### src/rtl/cla_pipe_addsub_if.sv
// Operand/result bus of the pipelined carry-lookahead adder/subtractor.
// The master drives operand beats and the result ready; the slave is the adder.
interface cla_pipe_addsub_if #(
  parameter int WIDTH = 64,
  parameter int TAGW  = 4
);
  logic             in_valid;
  logic             in_ready;
  logic             in_sub;
  logic             in_cin;
  logic [WIDTH-1:0] in_a;
  logic [WIDTH-1:0] in_b;
  logic [TAGW-1:0]  in_tag;
  logic             out_valid;
  logic             out_ready;
  logic [WIDTH-1:0] out_sum;
  logic             out_cout;
  logic             out_ovf;
  logic [TAGW-1:0]  out_tag;
  logic             out_p;

  modport master (
    output in_valid, in_sub, in_cin, in_a, in_b, in_tag, out_ready,
    input  in_ready, out_valid, out_sum, out_cout, out_ovf, out_tag, out_p
  );

  modport slave (
    input  in_valid, in_sub, in_cin, in_a, in_b, in_tag, out_ready,
    output in_ready, out_valid, out_sum, out_cout, out_ovf, out_tag, out_p
  );
endinterface

### src/rtl/cla_pipe_addsub.sv
// Pipelined carry-lookahead adder/subtractor: one SLICE-bit slice resolved per stage,
// slice carry registered between stages, all result bits leave the pipe together.
module cla_pipe_addsub #(
  parameter int WIDTH = 64,
  parameter int SLICE = 16,
  parameter int TAGW  = 4
) (
  input  logic               clk,
  input  logic               rst,
  cla_pipe_addsub_if.slave   bus
);

  localparam int NSTG = WIDTH / SLICE;
  localparam int NGRP = SLICE / 4;

  if ((WIDTH % SLICE) != 0 || (SLICE % 4) != 0) begin : g_bad_params
    $error("cla_pipe_addsub: WIDTH must be a multiple of SLICE and SLICE a multiple of 4");
  end

  typedef struct packed {
    logic [SLICE-1:0] sum;
    logic             cout;
  } slice_res_t;

  // Two-level lookahead: bit carries inside each 4-bit group, group carries
  // expanded as sum-of-products over the group (G,P) pairs.
  function automatic slice_res_t cla_slice(input logic [SLICE-1:0] a,
                                           input logic [SLICE-1:0] b,
                                           input logic             cin);
    logic [SLICE-1:0] g;
    logic [SLICE-1:0] p;
    logic [SLICE-1:0] c;
    logic [NGRP-1:0]  gg;
    logic [NGRP-1:0]  gp;
    logic [NGRP-1:0]  gc;
    logic             t;
    slice_res_t       res;
    g = a & b;
    p = a ^ b;
    for (int j = 0; j < NGRP; j++) begin
      gg[j] = g[4*j+3] | (p[4*j+3] & g[4*j+2]) | (p[4*j+3] & p[4*j+2] & g[4*j+1])
            | (p[4*j+3] & p[4*j+2] & p[4*j+1] & g[4*j]);
      gp[j] = &p[4*j +: 4];
    end
    for (int j = 0; j < NGRP; j++) begin
      t = cin;
      for (int m = 0; m < j; m++) t = t & gp[m];
      gc[j] = t;
      for (int i = 0; i < j; i++) begin
        t = gg[i];
        for (int m = i + 1; m < j; m++) t = t & gp[m];
        gc[j] = gc[j] | t;
      end
    end
    for (int j = 0; j < NGRP; j++) begin
      c[4*j]   = gc[j];
      c[4*j+1] = g[4*j] | (gc[j] & p[4*j]);
      c[4*j+2] = g[4*j+1] | (g[4*j] & p[4*j+1]) | (gc[j] & p[4*j] & p[4*j+1]);
      c[4*j+3] = g[4*j+2] | (g[4*j+1] & p[4*j+2]) | (g[4*j] & p[4*j+1] & p[4*j+2])
               | (gc[j] & p[4*j] & p[4*j+1] & p[4*j+2]);
    end
    res.sum  = p ^ c;
    res.cout = gg[NGRP-1] | (gp[NGRP-1] & gc[NGRP-1]);
    return res;
  endfunction

  // Each stage word rotates right by one slice: the low slice is consumed and its
  // result enters at the top, so the skewed operands and the deskewed result share
  // one register and the last stage holds the full result in natural bit order.
  // The b word is rotated the same way, trading b' for the per-bit propagates.
  logic [WIDTH-1:0] d_in   [NSTG];
  logic [WIDTH-1:0] pb_in  [NSTG];
  logic             c_in   [NSTG];
  logic             v_in   [NSTG];
  logic [TAGW-1:0]  tag_in [NSTG];
  slice_res_t       r      [NSTG];
  logic [WIDTH-1:0] d_nxt  [NSTG];
  logic [WIDTH-1:0] pb_nxt [NSTG];
  logic [WIDTH-1:0] d_q    [NSTG];
  logic [WIDTH-1:0] pb_q   [NSTG];
  logic             c_q    [NSTG];
  logic             v_q    [NSTG];
  logic [TAGW-1:0]  tag_q  [NSTG];
  logic             en;

  assign en           = ~v_q[NSTG-1] | bus.out_ready;
  assign bus.in_ready = en;

  assign d_in[0]   = bus.in_a;
  assign pb_in[0]  = bus.in_sub ? ~bus.in_b : bus.in_b;
  assign c_in[0]   = bus.in_sub | bus.in_cin;
  assign v_in[0]   = bus.in_valid;
  assign tag_in[0] = bus.in_tag;

  for (genvar k = 1; k < NSTG; k++) begin : g_link
    assign d_in[k]   = d_q[k-1];
    assign pb_in[k]  = pb_q[k-1];
    assign c_in[k]   = c_q[k-1];
    assign v_in[k]   = v_q[k-1];
    assign tag_in[k] = tag_q[k-1];
  end

  for (genvar k = 0; k < NSTG; k++) begin : g_stg
    assign r[k] = cla_slice(d_in[k][SLICE-1:0], pb_in[k][SLICE-1:0], c_in[k]);
    if (NSTG == 1) begin : g_single
      assign d_nxt[k]  = r[k].sum;
      assign pb_nxt[k] = d_in[k] ^ pb_in[k];
    end else begin : g_rot
      assign d_nxt[k]  = {r[k].sum, d_in[k][WIDTH-1:SLICE]};
      assign pb_nxt[k] = {d_in[k][SLICE-1:0] ^ pb_in[k][SLICE-1:0], pb_in[k][WIDTH-1:SLICE]};
    end
  end

  // NOTE: sequential state uses non-blocking assignments so every stage samples
  // its neighbour's pre-edge value; blocking here would collapse the pipeline.
  always_ff @(posedge clk) begin
    if (rst) begin
      // NOTE: the datapath registers are reset too (not only the valid bits)
      // because the result outputs must read zero straight out of reset.
      for (int k = 0; k < NSTG; k++) begin
        v_q[k]   <= 1'b0;
        c_q[k]   <= 1'b0;
        d_q[k]   <= '0;
        pb_q[k]  <= '0;
        tag_q[k] <= '0;
      end
    end else if (en) begin
      for (int k = 0; k < NSTG; k++) begin
        v_q[k]   <= v_in[k];
        c_q[k]   <= r[k].cout;
        d_q[k]   <= d_nxt[k];
        pb_q[k]  <= pb_nxt[k];
        tag_q[k] <= tag_in[k];
      end
    end
  end

  assign bus.out_valid = v_q[NSTG-1];
  assign bus.out_sum   = d_q[NSTG-1];
  assign bus.out_cout  = c_q[NSTG-1];
  assign bus.out_tag   = tag_q[NSTG-1];
  assign bus.out_p     = &pb_q[NSTG-1];
  // Carry into the MSB is recovered as sum ^ propagate at that bit.
  assign bus.out_ovf   = d_q[NSTG-1][WIDTH-1] ^ pb_q[NSTG-1][WIDTH-1] ^ c_q[NSTG-1];

endmodule
### src/flat_wrapper.sv
// flat-port wrapper written by rule: the top's interface ports become plain ports
module cla_pipe_addsub_flat 
#(
  parameter int WIDTH = 64,
  parameter int SLICE = 16,
  parameter int TAGW  = 4
)
  (clk, rst, bus_in_valid, bus_in_sub, bus_in_cin, bus_in_a, bus_in_b, bus_in_tag, bus_out_ready, bus_in_ready, bus_out_valid, bus_out_sum, bus_out_cout, bus_out_ovf, bus_out_tag, bus_out_p);
  cla_pipe_addsub_if #(.WIDTH(WIDTH), .TAGW(TAGW)) bus_i ();
  input  logic clk;
  input  logic rst;
  input wire logic [$bits(bus_i.in_valid)-1:0] bus_in_valid;
  input wire logic [$bits(bus_i.in_sub)-1:0] bus_in_sub;
  input wire logic [$bits(bus_i.in_cin)-1:0] bus_in_cin;
  input wire logic [$bits(bus_i.in_a)-1:0] bus_in_a;
  input wire logic [$bits(bus_i.in_b)-1:0] bus_in_b;
  input wire logic [$bits(bus_i.in_tag)-1:0] bus_in_tag;
  input wire logic [$bits(bus_i.out_ready)-1:0] bus_out_ready;
  output wire logic [$bits(bus_i.in_ready)-1:0] bus_in_ready;
  output wire logic [$bits(bus_i.out_valid)-1:0] bus_out_valid;
  output wire logic [$bits(bus_i.out_sum)-1:0] bus_out_sum;
  output wire logic [$bits(bus_i.out_cout)-1:0] bus_out_cout;
  output wire logic [$bits(bus_i.out_ovf)-1:0] bus_out_ovf;
  output wire logic [$bits(bus_i.out_tag)-1:0] bus_out_tag;
  output wire logic [$bits(bus_i.out_p)-1:0] bus_out_p;
  assign bus_i.in_valid = bus_in_valid;
  assign bus_i.in_sub = bus_in_sub;
  assign bus_i.in_cin = bus_in_cin;
  assign bus_i.in_a = bus_in_a;
  assign bus_i.in_b = bus_in_b;
  assign bus_i.in_tag = bus_in_tag;
  assign bus_i.out_ready = bus_out_ready;
  assign bus_in_ready = bus_i.in_ready;
  assign bus_out_valid = bus_i.out_valid;
  assign bus_out_sum = bus_i.out_sum;
  assign bus_out_cout = bus_i.out_cout;
  assign bus_out_ovf = bus_i.out_ovf;
  assign bus_out_tag = bus_i.out_tag;
  assign bus_out_p = bus_i.out_p;
  cla_pipe_addsub #(.WIDTH(WIDTH), .SLICE(SLICE), .TAGW(TAGW)) u_core (.clk(clk), .rst(rst), .bus(bus_i));
endmodule
### config.mk
export PLATFORM = sky130hd
export DESIGN_NAME = cla_pipe_addsub_flat
export DESIGN_NICKNAME = d
export VERILOG_FILES = /design/src/rtl/cla_pipe_addsub_if.sv /design/src/rtl/cla_pipe_addsub.sv /design/src/flat_wrapper.sv
export SDC_FILE = /design/constraint.sdc
export NUM_CORES = 1
export LEC_CHECK = 0
export ABC_CLOCK_PERIOD_IN_PS = 23800
export BUFFER_PORTS_ARGS = -buffer_cell sky130_fd_sc_hd__clkbuf_2
export CAP_MARGIN = 10
export CORE_ASPECT_RATIO = 1.4
export CORE_MARGIN = 1
export CORE_UTILIZATION = 35
export CTS_BUF_LIST = sky130_fd_sc_hd__clkbuf_16
export DETAILED_ROUTE_END_ITERATION = 12
export HOLD_SLACK_MARGIN = 0.03
export PLACE_DENSITY_LB_ADDON = 0.08
export SLEW_MARGIN = 20
export SYNTH_ARGS = -nofsm -noshare
export SYNTH_HDL_FRONTEND = slang
export SYNTH_SLANG_ARGS = --single-unit
### constraint.sdc
create_clock -name clk -period 23.8 [get_ports clk]
set_input_delay 4.76 -clock clk [delete_from_list [all_inputs] [get_ports clk]]
set_output_delay 4.76 -clock clk [all_outputs]
set_load 0.005 [all_outputs]
==> results of run 1 <==
-- worst paths after layout --
path                         to  slack [ns]          startpoint
max                bus_in_ready       13.81       bus_out_ready
min          u_core.pb_q[3][46]        0.51  u_core.pb_q[2][62]
min reg2reg  u_core.pb_q[3][46]        0.51  u_core.pb_q[2][62]
max reg2reg   u_core.pb_q[1][7]       20.26    u_core.v_q[0][3]
-- metal layers --
layer  routed length, um  vias up  track usage
li1                    -     5947            -
met1               18300     5742        0.158
met2               22400      191        0.232
met3                1570       70       0.0244
met4                1060        2       0.0413
met5                  13        -            0
-- Yosys cell counts, types with 2 or more instances --
cell type,number,share of area
or2_1,2,0.00054
inv_1,21,0.0034
ha_1,82,0.045
nor2_1,78,0.013
nor4_1,4,0.0011
and3_1,4,0.0011
o21ai_1,2,0.00043
a21oi_1,26,0.0056
o21ai_0,8,0.0017
edfxtp_1,536,0.70
o21a_1,47,0.015
a211oi_1,2,0.00065
xnor2_1,60,0.023
a21o_2,3,0.0011
buf_2,17,0.0037
o211ai_1,4,0.0013
o22ai_1,3,0.00081
nand2_1,23,0.0037
nand4_1,17,0.0046
fa_1,16,0.014
clkbuf_1,10,0.0016
xor2_1,23,0.0087
a221o_1,2,0.00087
clkbuf_8,2,0.0012
a21o_1,12,0.0039
o2111ai_1,3,0.0011
and2_1,430,0.12
clkbuf_2,37,0.0080
nor3_1,62,0.013
-- critical path: stages --
cell and delay (ns):
clkbuf_2 0.10, nor2b_4 0.20, inv_1 0.06, clkbuf_2 0.11
-- per-stage QoR --
stage | setup WS [ns] | util
6_report | 13.81 | 0.413
5_1_grt | 13.77 | 0.413
4_1_cts | 13.80 | 0.413
3_5_place_dp | 13.80 | 0.385
3_3_place_gp | 13.80 | 0.385
2_1_floorplan | 5.27 | -
-- state kept, by name, summed over array words and instances (netlist names) --
register and flops:
u_core.v_q 4, u_core.d_q 256, u_core.pb_q 256, u_core.c_q 4, u_core.tag_q 16
-- logic make-up (layout without fill, tap and decap cells) --
group	Yosys count	after routing	share of synthesized area
buffers and inverters	87	344	0.0180
XOR/XNOR	83	83	0.0316
AND/OR/NAND/NOR	631	631	0.158
flip-flops	536	536	0.699
adder cells (fa/ha/maj)	98	98	0.0584
AO/OA/AOI/OAI	118	118	0.0358
-- cell type report --
type / count / area (um2)
fill: 6084 / 38000
sequential: 536 / 16100
multi-input combinational: 930 / 6550
clock buffer: 57 / 1430
timing repair buffer: 221 / 1150
tap: 840 / 1050
clock inverter: 45 / 343
inverter: 21 / 78.8
-- power breakdown --
part / switching, mW / internal (mW) / total (mW)
combinational: 0.0850 / 0.0700 / 0.155
clock: 0.364 / 0.486 / 0.850
sequential: 0.0178 / 1.11 / 1.13
total: 0.467 / 1.67 / 2.14
==> results_dict.tcl, run 1 <==
set metrics [dict create \
    viasPerCell 4.51 \
    ys_async_sr_fraction 0 \
    drv_cap 0 \
    grt_max_degree 241 \
    route.vias.total 11952 \
    detail_route.first_pass.iterations 4 \
    power_density_mw_per_mm2 80.0 \
    fmax_ghz 0.100 \
    grt_first_pass_wirelength_mm 67.9 \
    cts_root_buf "clkbuf_16" \
    cp_data_arrival_time_ns 5.23 \
    avgSynthCellArea_um2 14.8 \
    grt_pass1_vias 12288 \
    cts_max_path_buffers 3 \
    final_cell_mix "edfxtp_1, and2_1, clkbuf_2, ha_1, nor2_1" \
    yosys_register_bits 536 \
    ys_seq_area_frac 0.699 \
    crit_type "primary input to output port" \
    antenna_found_initial 1 \
    skew_ns 0.0120 \
    total_power_mw 2.14 \
    placed_cells 2548 \
    layout_commonest_cell "edfxtp_1" \
    worstHoldPathCells 1 \
    wl_mm 43.3 \
    port_buffers 210 \
    clk_latency_ns 0.60 \
    slew_headroom 0.316 \
    die_height_um 306 \
    finalWorstPathRequiredPeriod_ns 9.99 \
    slew_viol_final 0 \
    placed_area_mm2 0.0249 \
    ioPinCount 211 \
    rsz0062_at_grt "no" \
    std_cell_rows 110 \
    leakagePower_nw 11.3 \
    status "completed" \
    end_kind "output port" \
    syn_nets 1789 \
    finalSetupViolCount 0 \
    clock_sinks 536 \
    wire_per_inst_um 16.4 \
    cts.hold.buffers_added 0 \
    numCtsBuffers 56 \
    start_kind "primary input" \
    tns_ns 0 \
    tightest_slew_ns 1.03 \
    ys_types 46 \
    syn_inst 1553 \
    initial_core_util 0.356 \
    layout.nets 2002 \
    postRouteAntennaNets 0 \
    yosys_warnings 0 \
    gp_congestion 0.782 \
    hold_class "flip-flop to flip-flop" \
    hold_viol 0 \
    cts.clk_slew.worst_paths_ns 0.06 \
    htree_levels 2 \
    ctsResizeCount 0 \
    gr-total-overflow 0 \
    cts_setup_buffers 0 \
    hold-worst-slack_ns 0.513 \
    fin_cells 2650 \
    crit_required_ns 19.04 \
    die_w_um 219 \
    syn_area_mm2 0.0230 \
    r2r_cells 4 \
    dp_hpwl_mm 27.2 \
    fin_area_mm2 0.0267 \
    fin_crit_sh 0.420 \
    dieArea_mm2 0.0669 \
    syn_to_final_growth_pct 15.9 \
    cts_tree "built" \
    n_antenna_cell 0 \
    ir_worst_vdd_mv 0.0500 \
    drc 0 \
    drive_gt1_frac 0.172 \
    cp_max_fo 5 \
    drt-initial-drc-count 518 \
    synth_edf_count 536 \
    core-area_mm2 0.0647 \
    synth_ff_type "edfxtp_1" \
    grt_usage 0.131 \
]
No activity file was read; power rests on OpenSTA's default activity.
==> run 2, diff against run 1 <==
- ABC_CLOCK_PERIOD_IN_PS: 23800 -> 9500
- clock period: 23.8 -> 9.5 ns (I/O delays scaled with it)
==> results_dict.tcl, run 2 (synthesized netlist as in run 1, its figures left out) <==
set metrics [dict create \
    wl_mm 43.0 \
    gr-total-overflow 0 \
    antenna_found_initial 0 \
    layout_commonest_cell "edfxtp_1" \
    grt_first_pass_wirelength_mm 67.7 \
    route.vias.total 11978 \
    gp_congestion 0.735 \
    slew_viol_final 0 \
    tns_ns 0 \
    end_kind "flip-flop" \
    core-area_mm2 0.0647 \
    port_buffers 210 \
    htree_levels 2 \
    hold_viol 0 \
    grt_max_degree 295 \
    clock_sinks 536 \
    cts_setup_buffers 0 \
    drv_cap 0 \
    start_kind "primary input" \
    pre_cts_ws_ns 3.88 \
    finalSetupViolCount 0 \
    cts.clk_slew.worst_paths_ns 0.06 \
    final_core_util 0.415 \
    dp_hpwl_mm 27.0 \
    hold-worst-slack_ns 0.513 \
    final_cell_mix "edfxtp_1, and2_1, clkbuf_2, ha_1, nor2_1" \
    ioPinCount 211 \
    r2r-start "u_core.pb_q[1][7]" \
    total_power_mw 5.46 \
    rsz0062_at_grt "no" \
    wire_per_inst_um 16.2 \
    crit_type "primary input to flip-flop" \
    setup_ws_ns 4.56 \
    drive_gt1_frac 0.173 \
    ir_worst_vdd_mv 0.127 \
    drc 0 \
    top_regs "u_core.d_q (256), u_core.pb_q (256), u_core.tag_q (16)" \
    numCtsBuffers 54 \
    holdCritStartpoint "u_core.pb_q[2][60]" \
    finalWorstPathRequiredPeriod_ns 4.94 \
    fmax_ghz 0.202 \
    status "completed" \
    drt-initial-drc-count 627 \
    holdPathEnd "u_core.pb_q[3][44]" \
    syn_to_final_growth_pct 16.5 \
    cts_tree "built" \
    power_density_mw_per_mm2 203 \
    worstHoldPathCells 1 \
    r2r_slack_ns 6.59 \
    std_cell_rows 110 \
    grt_usage 0.130 \
    initial_core_util 0.356 \
    crit_required_ns 9.82 \
    layout.nets 2000 \
    reg2reg_to "u_core.d_q[2][63]" \
    die_height_um 306 \
    die_w_um 219 \
    cts_max_path_buffers 3 \
    postRouteAntennaNets 0 \
    cts.hold.buffers_added 0 \
    tightest_slew_ns 1.08 \
    fin_cells 2646 \
    grt_pass1_vias 12339 \
    placed_cells 2546 \
    ctsResizeCount 0 \
    slew_headroom 0.277 \
    n_antenna_cell 0 \
    crit_start "bus_in_sub" \
    r2r_cells 10 \
    leakagePower_nw 11.4 \
    skew_ns 0.00904 \
    placed_area_mm2 0.0249 \
    fin_area_mm2 0.0268 \
    hold_class "flip-flop to flip-flop" \
    cts_root_buf "clkbuf_16" \
    clk_latency_ns 0.59 \
    cp_data_arrival_time_ns 5.26 \
    dieArea_mm2 0.0669 \
    fin_crit_sh 0.520 \
    viasPerCell 4.53 \
    detail_route.first_pass.iterations 4 \
    cp_max_fo 34 \
]
run 2: cell count changes in the layout (fill, tap and decap cells not counted), moves of 2 or more:
cell        previous run  this run
clkinv_1              17        11
bufinv_16              5        10
buf_4                 10         7
clkinvlp_4             6         3
buf_16                 0         2
clkinv_4               2         0
run 2: worst max path at each step:
stage                        endpoint  depth (start not counted)
floorplan               u_core.c_q[0]                          1
global placement    u_core.d_q[0][63]                         13
detailed placement  u_core.d_q[0][63]                         13
CTS                 u_core.d_q[0][63]                         13
global route        u_core.d_q[0][59]                         14
finish              u_core.d_q[0][63]                         13
run 2: layer usage:
metal / up-vias / wire length (um) / part of all wire / GRT usage
met1: 5750 / 18400 / 0.43 / 0.161
met5: - / 0 / 0 / 0
met2: 224 / 22000 / 0.51 / 0.227
li1: 5935 / - / - / -
met4: 0 / 994 / 0.023 / 0.0426
met3: 69 / 1610 / 0.037 / 0.0220
run 2: area by class of cell:
cell class	count	area [um2]
Fill cell	6090	37800
Sequential cell	536	16100
Multi-Input combinational cell	930	6550
Clock buffer	57	1430
Timing Repair Buffer	221	1200
Tap cell	840	1050
Clock inverter	41	439
Inverter	21	78.8
run 2: worst max-delay path: stages:
cell and delay, ns:
buf_4 0.51, buf_4 0.58, xor2_1 0.25, ha_1 0.29
a21oi_1 0.15, a21oi_1 0.11, o311a_1 0.42, or2_1 0.23
ha_1 0.19, o21a_1 0.18, o21a_1 0.19, nor3_1 0.15
nor3_1 0.07
run 2: power breakdown:
group	switching (mW)	internal [mW]
Combinational	0.214	0.177
Clock	0.892	1.35
Sequential	0.0433	2.79
Total	1.15	4.31
==> run 3, diff against run 2 <==
- ABC_CLOCK_PERIOD_IN_PS: 9500 -> 4400
- clock period: 9.5 -> 4.4 ns (I/O delays scaled with it)
==> results_dict.tcl, run 3 (synthesized netlist as in run 1, its figures left out) <==
set metrics [dict create \
    cts_setup_buffers 0 \
    route.vias.total 12027 \
    path_cells "nand4_1 -> nor4_1 -> and4_1 -> clkbuf_2" \
    die_height_um 306 \
    fin_cells 2651 \
    clk_latency_ns 0.59 \
    grt_usage 0.129 \
    antenna_found_initial 4 \
    placed_cells 2554 \
    fin_crit_sh 0.725 \
    p_comb_frac 0.075 \
    start_kind "flip-flop" \
    p_sw_frac 0.215 \
    ioPinCount 211 \
    dieArea_mm2 0.0669 \
    finalSetupViolCount 0 \
    leakagePower_nw 11.4 \
    final_cell_mix "edfxtp_1, and2_1, clkbuf_2, ha_1, nor2_1" \
    slew_headroom 0.432 \
    ir_worst_vdd_mv 0.305 \
    crit_type "flip-flop to output port" \
    route.met2.wl_mm 22.2 \
    std_cell_rows 110 \
    grt_first_pass_wirelength_mm 67.4 \
    met3WireLength_mm 1.65 \
    crit_required_ns 3.52 \
    top_regs "u_core.d_q (256), u_core.pb_q (256), u_core.tag_q (16)" \
    fmax_ghz 0.313 \
    setup_ws_ns 1.21 \
    cp_max_fo 2 \
    pre_cts_ws_ns 0.706 \
    drive_gt1_frac 0.172 \
    gr-total-overflow 0 \
    syn_to_final_growth_pct 16.2 \
    rsz0062_at_grt "no" \
    layout.nets 2006 \
    port_buffers 210 \
    drc 0 \
    layout_commonest_cell "edfxtp_1" \
    drv_cap 0 \
    grt_max_degree 136 \
    met1_length_mm 17.5 \
    slew_viol_final 0 \
    top_layer "met5" \
    drt-initial-drc-count 609 \
    cp_data_arrival_time_ns 2.31 \
    ctsResizeCount 0 \
    core-area_mm2 0.0647 \
    status "completed" \
    htree_levels 2 \
    cts.clk_slew.worst_paths_ns 0.06 \
    skew_ns 0.0167 \
    wire_per_inst_um 16.0 \
    crit_buf_inv 1 \
    critPathTopFamily "simple AND/OR/NAND/NOR gates" \
    viasPerCell 4.54 \
    tightest_slew_ns 0.852 \
    fillers 6060 \
    worst_path_largest_cell_delay_ns 0.71 \
    power_frac_seq 0.539 \
    total_power_mw 11.3 \
    cts.hold.buffers_added 0 \
    wl_mm 42.5 \
    numCtsBuffers 54 \
    end_kind "output port" \
    gp_congestion 0.764 \
    hold_viol 0 \
    cts_root_buf "clkbuf_16" \
    power_density_mw_per_mm2 423 \
    dp_hpwl_mm 27.5 \
    clock_sinks 536 \
    die_w_um 219 \
    r2r_slack_ns 1.48 \
    finalWorstPathRequiredPeriod_ns 3.19 \
    hold_class "flip-flop to flip-flop" \
    postRouteAntennaNets 0 \
    cts_max_path_buffers 3 \
    grt_pass1_vias 12341 \
    clkPwrFrac 0.386 \
    detail_route.first_pass.iterations 4 \
    cts_tree "built" \
    initial_core_util 0.356 \
    cpMaxStageDelayCell "nor4_1" \
    netSwitchingPower_mw 2.43 \
    internal_power_mw 8.89 \
]
## run 3: changes by cell type in the layout (fill, tap and decap cells not counted), sizes merged
cell      before  now
clkinv        20   24
inv           29   32
buf           12   18
diode          0    1
bufinv        10    3
clkinvlp       3    1
## run 3: worst paths after layout
| path | from | endpoint | depth (start not counted) |
|---|---|---|---|
| hold / removal | u_core.pb_q[2][60] | u_core.pb_q[3][44] | 1 |
| setup reg to reg | u_core.pb_q[1][7] | u_core.d_q[2][63] | 10 |
| hold reg to reg | u_core.pb_q[2][60] | u_core.pb_q[3][44] | 1 |
| setup / recovery | u_core.pb_q[3][63] | bus_out_p | 4 |
## run 3: routing by layer
layer,up-vias,global-route usage
met3,81,0.0257
met1,5807,0.155
li1,5944,-
met5,-,0
met2,189,0.228
met4,6,0.0449
## run 3: power by group through the flow
stage / sequential (mW) / combinational, mW / clock (mW)
after detailed placement: 6.22 / 0.872 / 0
after floorplan: 6.20 / 0.575 / 0
final: 6.11 / 0.847 / 4.37
after global routing: 6.14 / 0.968 / 4.74
after CTS: 6.12 / 0.877 / 4.55
after global placement: 6.22 / 0.860 / 0
## run 3: cell type report
cell class                 count  area (um2)  share of cell area
timing repair buffer         227        1330              0.0497
clock buffer                  57        1430              0.0533
multi-input combinational    930        6550               0.244
tap                          840        1050              0.0392
sequential                   536       16100               0.601
antenna                        1        2.50           0.0000934
clock inverter                39         246             0.00920
inverter                      21        78.8             0.00294
## run 3: per-stage QoR
step	setup TNS [ns]	utilization	instance area, um2	hold WS [ns]
finish	0	0.414	26800	0.505
global placement	0	0.388	25100	0.498
CTS	0	0.414	26800	0.506
detailed placement	0	0.388	25100	0.501
global route	0	0.414	26800	0.522
floorplan	-365.14	-	23000	0.497
